### src/rtl/adder_pipe_char.sv
// Elastic pipelined add/subtract unit with valid/ready handshake and
// saturating operand/result toggle counters for energy characterization.
module adder_pipe_char #(
    parameter int N      = 21,
    parameter int STAGES = 2,
    parameter int CNT_W  = 32
) (
    input  logic             clk,
    input  logic             rst,
    input  logic             in_valid,
    output logic             in_ready,
    input  logic [N-1:0]     input1,
    input  logic [N-1:0]     input2,
    input  logic             sub,
    output logic             out_valid,
    input  logic             out_ready,
    output logic [N-1:0]     sum,
    output logic             cout,
    output logic             ovf,
    input  logic             clr_stats,
    output logic [CNT_W-1:0] toggle_in,
    output logic [CNT_W-1:0] toggle_out,
    output logic [CNT_W-1:0] xfer_cnt
);

    localparam int IW = $clog2(2*N+1);
    localparam int AW = CNT_W + IW;
    localparam logic [CNT_W-1:0] CNT_MAX = '1;

    typedef struct packed {
        logic [N-1:0] sum;
        logic         cout;
        logic         ovf;
    } res_t;

    function automatic logic [IW-1:0] popcnt(input logic [N-1:0] v);
        logic [IW-1:0] c;
        c = '0;
        for (int i = 0; i < N; i++) c = c + IW'(v[i]);
        return c;
    endfunction

    function automatic logic [CNT_W-1:0] sat_add(input logic [CNT_W-1:0] a,
                                                 input logic [IW-1:0]    b);
        logic [AW-1:0] s;
        s = AW'(a) + AW'(b);
        return (s > AW'(CNT_MAX)) ? CNT_MAX : s[CNT_W-1:0];
    endfunction

    logic [STAGES-1:0] vld_q, vld_d, adv, load;
    res_t [STAGES-1:0] stg_q;
    res_t              res_d;
    logic [N-1:0]      b_eff;
    logic [N:0]        r;
    logic              in_xfer, out_xfer;

    logic [N-1:0]      prev1_q, prev1_d, prev2_q, prev2_d, prevs_q, prevs_d;
    logic [CNT_W-1:0]  tin_q, tin_d, tout_q, tout_d, xfer_q, xfer_d;

    always_comb begin
        b_eff     = sub ? ~input2 : input2;
        r         = {1'b0, input1} + {1'b0, b_eff} + {{N{1'b0}}, sub};
        res_d.sum = r[N-1:0];
        res_d.cout = r[N];
        res_d.ovf = (input1[N-1] == b_eff[N-1]) & (r[N-1] != input1[N-1]);
    end

    // A stage advances unless every stage above it is full and the output stalls;
    // written flat so no stage's advance feeds back into the same vector.
    always_comb begin
        logic full_above;
        full_above = 1'b1;
        adv = '0;
        for (int k = 0; k < STAGES; k++) begin
            full_above = 1'b1;
            for (int j = k + 1; j < STAGES; j++) full_above = full_above & vld_q[j];
            adv[k] = vld_q[k] & (out_ready | ~full_above);
        end
    end

    assign in_ready = ~vld_q[0] | adv[0];
    assign in_xfer  = in_valid & in_ready;
    assign out_xfer = adv[STAGES-1];

    always_comb begin
        load = '0;
        load[0] = in_xfer;
        for (int k = 1; k < STAGES; k++) load[k] = adv[k-1];
        vld_d = load | (vld_q & ~adv);
    end

    always_ff @(posedge clk) begin
        if (rst) begin
            vld_q <= '0;
            stg_q <= '0;
        end else begin
            vld_q <= vld_d;
            if (load[0]) stg_q[0] <= res_d;
            for (int k = 1; k < STAGES; k++)
                if (load[k]) stg_q[k] <= stg_q[k-1];
        end
    end

    // Clear beats a coincident increment, but the prev registers still track.
    always_comb begin
        prev1_d = prev1_q;
        prev2_d = prev2_q;
        prevs_d = prevs_q;
        tin_d   = tin_q;
        tout_d  = tout_q;
        xfer_d  = xfer_q;
        if (in_xfer) begin
            prev1_d = input1;
            prev2_d = input2;
            tin_d   = sat_add(tin_q, popcnt(input1 ^ prev1_q) + popcnt(input2 ^ prev2_q));
            xfer_d  = sat_add(xfer_q, IW'(1));
        end
        if (out_xfer) begin
            prevs_d = stg_q[STAGES-1].sum;
            tout_d  = sat_add(tout_q, popcnt(stg_q[STAGES-1].sum ^ prevs_q));
        end
        if (clr_stats) begin
            tin_d  = '0;
            tout_d = '0;
            xfer_d = '0;
        end
    end

    always_ff @(posedge clk) begin
        if (rst) begin
            prev1_q <= '0;
            prev2_q <= '0;
            prevs_q <= '0;
            tin_q   <= '0;
            tout_q  <= '0;
            xfer_q  <= '0;
        end else begin
            prev1_q <= prev1_d;
            prev2_q <= prev2_d;
            prevs_q <= prevs_d;
            tin_q   <= tin_d;
            tout_q  <= tout_d;
            xfer_q  <= xfer_d;
        end
    end

    assign out_valid  = vld_q[STAGES-1];
    assign sum        = stg_q[STAGES-1].sum;
    assign cout       = stg_q[STAGES-1].cout;
    assign ovf        = stg_q[STAGES-1].ovf;
    assign toggle_in  = tin_q;
    assign toggle_out = tout_q;
    assign xfer_cnt   = xfer_q;

endmodule

### config.mk
export PLATFORM = sky130hd
export DESIGN_NAME = adder_pipe_char
export DESIGN_NICKNAME = d
export VERILOG_FILES = /design/src/rtl/adder_pipe_char.sv
export SDC_FILE = /design/constraint.sdc
export NUM_CORES = 1
export LEC_CHECK = 0
export CAP_MARGIN = 20
export CELL_PAD_IN_SITES_DETAIL_PLACEMENT = 0
export CELL_PAD_IN_SITES_GLOBAL_PLACEMENT = 2
export CORE_MARGIN = 1.5
export CORE_UTILIZATION = 34
export CTS_CLUSTER_SIZE = 30
export DETAILED_ROUTE_END_ITERATION = 10
export GPL_ROUTABILITY_DRIVEN = 0
export PLACE_DENSITY_LB_ADDON = 0.1
export SYNTH_ARGS = -nofsm -noshare
export SYNTH_HDL_FRONTEND = slang
export SYNTH_SLANG_ARGS = --single-unit
export TNS_END_PERCENT = 1
### constraint.sdc
create_clock -name clk -period 11 [get_ports clk]
set_clock_uncertainty 0.05 [all_clocks]
set_input_delay 2.75 -clock clk [delete_from_list [all_inputs] [get_ports clk]]
set_output_delay 2.75 -clock clk [all_outputs]
set_load 0.05 [all_outputs]
==> flow_metrics.py <==
metrics = {
    "floorplan": {
        "pin_count": 169,
        "rows": 70,
        "initial_utilization_pct": 34.6,
        "die_h_um": 197,
        "dieWidth_um": 197,
        "core_area_sq_um": 36800,
        "die_area_sq_um": 38600,
    },
    "clock_tree": {
        "clk_pin_slew_ns": 0.06,
        "cts_tree": "built",
        "post_cts_resized": 0,
        "clkLatencyLatePin_ns": 0.54,
        "cts_buffers": 26,
        "cts_num_sinks": 207,
        "cts_max_level": 1,
        "cts_setup_buffers": 0,
        "cts_root_buf": "clkbuf_16",
        "postCtsHoldBufs": 0,
        "clockBufferDepth": 3,
    },
    "drt": {
        "wl_mm": 39.0,
        "post-route-drc-count": 0,
        "dr.pass1.iters": 5,
        "drtIter0Drc": 618,
        "vias_per_cell": 5.26,
        "vias": 11100,
        "wl_per_cell_um": 18.4,
        "ant_nets": 0,
    },
    "yosys": {
        "syn_avg_cell_area_sq_um": 8.33,
        "syn_nets": 1686,
        "ys_warn_count": 0,
        "async_flop_share_pct": 0,
        "synthCells": 1530,
        "syn_area_sq_um": 12700,
        "synth-seq-cells": 207,
        "ys_types": 75,
        "ys_seq_area_share_pct": 32.5,
        "synth-edff-count": 0,
        "synth-main-ff-cell": "dfxtp_1",
    },
    "power_and_ir_drop": {
        "max-vdd-ir-drop_v": 0.000301,
        "p_leak_nw": 5.87,
        "total_power_mw": 3.67,
        "cellPowerDensity_nw_per_um2": 236,
    },
    "worst_setup_path": {
        "setup.worst_path.start_class": "input pin",
        "crit_required_ns": 11.39,
        "worst_ep_arrival_time_ns": 10.01,
        "worstSetupPathType": "input pin to flip-flop",
        "end_kind": "flip-flop",
        "cp_max_fo": 8,
        "r2r_cells": 22,
    },
    "sta": {
        "rsz0062_at_grt": "false",
        "setup-tns-final_ns": 0,
        "worst_slew_pin_slew_ns": 1.07,
        "setup_ws_ns": 1.38,
        "hold_violations": 0,
        "period_needed_ns": 9.62,
        "relSlewSlack_pct": 28.8,
        "fmax_ghz": 0.104,
        "slew_viol_final": 0,
        "period_share_pct": 87.5,
        "setup_violations": 0,
    },
    "global_route": {
        "grt.overflow.total": 0,
        "grt_max_degree": 95,
        "antenna_found_initial": 0,
        "grt.total_usage_pct": 19.7,
        "grt_first_pass_wirelength_mm": 61.1,
        "grt_pass1_vias": 10700,
    },
    "final_layout": {
        "multi_input_area_sq_um": 7930,
        "area_delta_synth_final_pct": 22.1,
        "nets": 1787,
        "drive_gt1_share_pct": 5.81,
        "nFillCells": 3788,
        "register_area_sq_um": 4140,
        "antenna_cells": 0,
    },
    "status": {
        "status": "finished clean",
    },
    "worst_hold_path": {
        "worstHoldPathCells": 2,
        "hold_class": "flip-flop to flip-flop",
    },
    "place": {
        "portBuffers": 168,
        "dpl.hpwl_mm": 27.9,
        "pre_cts_ws_ns": 0.800,
    },
    "run": {
        "drv_cap": 0,
    },
}
==> cell usage in the layout (no fill, tap or decap), types with 31 or more instances in the layout <==
cell | netlist | final
nand2_1 | 268 | 267
a21oi_1 | 160 | 159
ha_1 | 56 | 56
xnor2_1 | 49 | 49
a31oi_1 | 33 | 33
nand3_1 | 36 | 36
inv_1 | 51 | 51
o21ai_0 | 46 | 46
nor2_1 | 76 | 75
fa_1 | 52 | 52
dfxtp_1 | 207 | 207
xor2_1 | 66 | 66
clkdlybuf4s50_1 | 0 | 167
nand4_1 | 31 | 31
nor3_1 | 35 | 35
==> cells by family after synthesis <==
| group | count (synthesis) | synth area share [%] |
|---|---|---|
| AND/OR/NAND/NOR | 558 | 20.8 |
| AO/OA/AOI/OAI | 378 | 19.1 |
| flip-flops | 207 | 32.5 |
| buffers and inverters | 158 | 5.43 |
| XOR/XNOR | 115 | 7.91 |
| adder cells (fa/ha/maj) | 108 | 13.7 |
| multiplexers | 6 | 0.491 |
==> synth_stat cells, types with 4 or more instances <==
| cell | n | area [sq um] |
|---|---|---|
| and2_1 | 13 | 81.3 |
| o22ai_1 | 9 | 56.3 |
| and3_1 | 30 | 188 |
| xnor2_1 | 49 | 429 |
| a41oi_1 | 7 | 61.3 |
| and4_1 | 9 | 78.8 |
| buf_4 | 22 | 165 |
| a21o_1 | 12 | 90.1 |
| a31oi_1 | 33 | 206 |
| or2_2 | 4 | 25.0 |
| nor2_1 | 76 | 285 |
| dfxtp_1 | 207 | 4140 |
| fa_1 | 52 | 1040 |
| or3_1 | 6 | 37.5 |
| a311oi_1 | 15 | 131 |
| clkbuf_1 | 69 | 259 |
| nor3_1 | 35 | 175 |
| o21bai_1 | 4 | 30.0 |
| nor3b_1 | 5 | 37.5 |
| xor2_1 | 66 | 578 |
| a211o_1 | 5 | 43.8 |
| inv_1 | 51 | 191 |
| o21ai_0 | 46 | 230 |
| nand4_1 | 31 | 194 |
| buf_2 | 6 | 30.0 |
| buf_1 | 8 | 30.0 |
| nand3_1 | 36 | 180 |
| o21a_1 | 11 | 82.6 |
| o221a_2 | 16 | 180 |
| a211oi_1 | 23 | 173 |
| nor4_1 | 16 | 100 |
| mux2i_1 | 4 | 40.0 |
| nand2_1 | 268 | 1010 |
| nand2b_1 | 6 | 37.5 |
| a21oi_1 | 160 | 801 |
| nor2b_1 | 5 | 31.3 |
| ha_1 | 56 | 701 |
==> metal layers <==
layer,vias to the layer above,global-route usage [%],wire (um)
met5,-,0,0
met4,0,3.51,463
met3,38,2.91,1930
met2,238,30.6,17100
met1,5262,29.0,19400
li1,5604,-,-
==> where the power goes <==
group / switching [mW] / internal, mW / total (mW)
Sequential: 0.0270 / 0.783 / 0.810
Combinational: 1.06 / 0.876 / 1.94
Clock: 0.338 / 0.588 / 0.926
Total: 1.42 / 2.25 / 3.67
==> state kept, by name (all words and copies together) (netlist names) <==
| register | flops |
|---|---|
| toggle_in | 32 |
| prev1_q | 21 |
| ovf | 1 |
| toggle_out | 32 |
| vld_q | 2 |
| prev2_q | 21 |
| stg_q | 23 |
| sum | 21 |
| prevs_q | 21 |
| xfer_cnt | 32 |
| cout | 1 |
==> worst max-delay path: stages <==
cell             delay (ns)
clkdlybuf4s50_1        0.46
xor2_1                 0.18
fa_1                   0.62
inv_1                  0.08
fa_1                   0.50
fa_1                   0.51
inv_1                  0.05
fa_1                   0.46
fa_1                   0.55
inv_1                  0.06
fa_1                   0.51
fa_1                   0.52
fa_1                   0.48
fa_1                   0.41
nor2b_1                0.12
o21ai_0                0.10
a21boi_0               0.17
o21ai_0                0.18
a211oi_1               0.30
buf_4                  0.20
and3_1                 0.34
o21ai_0                0.14
a221oi_1               0.31
==> cell type report <==
cell class              instances  area share (%)
clock inverters                 7           0.869
well taps                     468            3.76
clock buffers                  41            5.13
repair buffers                180            11.4
flip-flops and latches        207            26.6
inverters                      51            1.23
multi-input cells            1165            51.0
==> metrics by stage <==
stage          area [sq um]  hold slack (ns)  util, %  std cells
3_3_place_gp          14600            0.392     39.7       2071
6_report              15600            0.396     42.3       2119
5_1_grt               15600            0.412     42.3       2119
3_5_place_dp          14600            0.394     39.7       2071
4_1_cts               15600            0.399     42.3       2119
2_1_floorplan         12700            0.377        -       1530
==> path summary, 6_finish.rpt <==
kind / start / end / slack, ns
worst max-delay path: input1[16] / toggle_in[9] / 1.38
worst min-delay path: stg_q[11] / sum[9] / 0.40
worst max register to register: prev1_q[16] / toggle_in[9] / 3.76
worst min register to register: stg_q[11] / sum[9] / 0.40
Note: power is estimated with default switching activity, not from simulation.
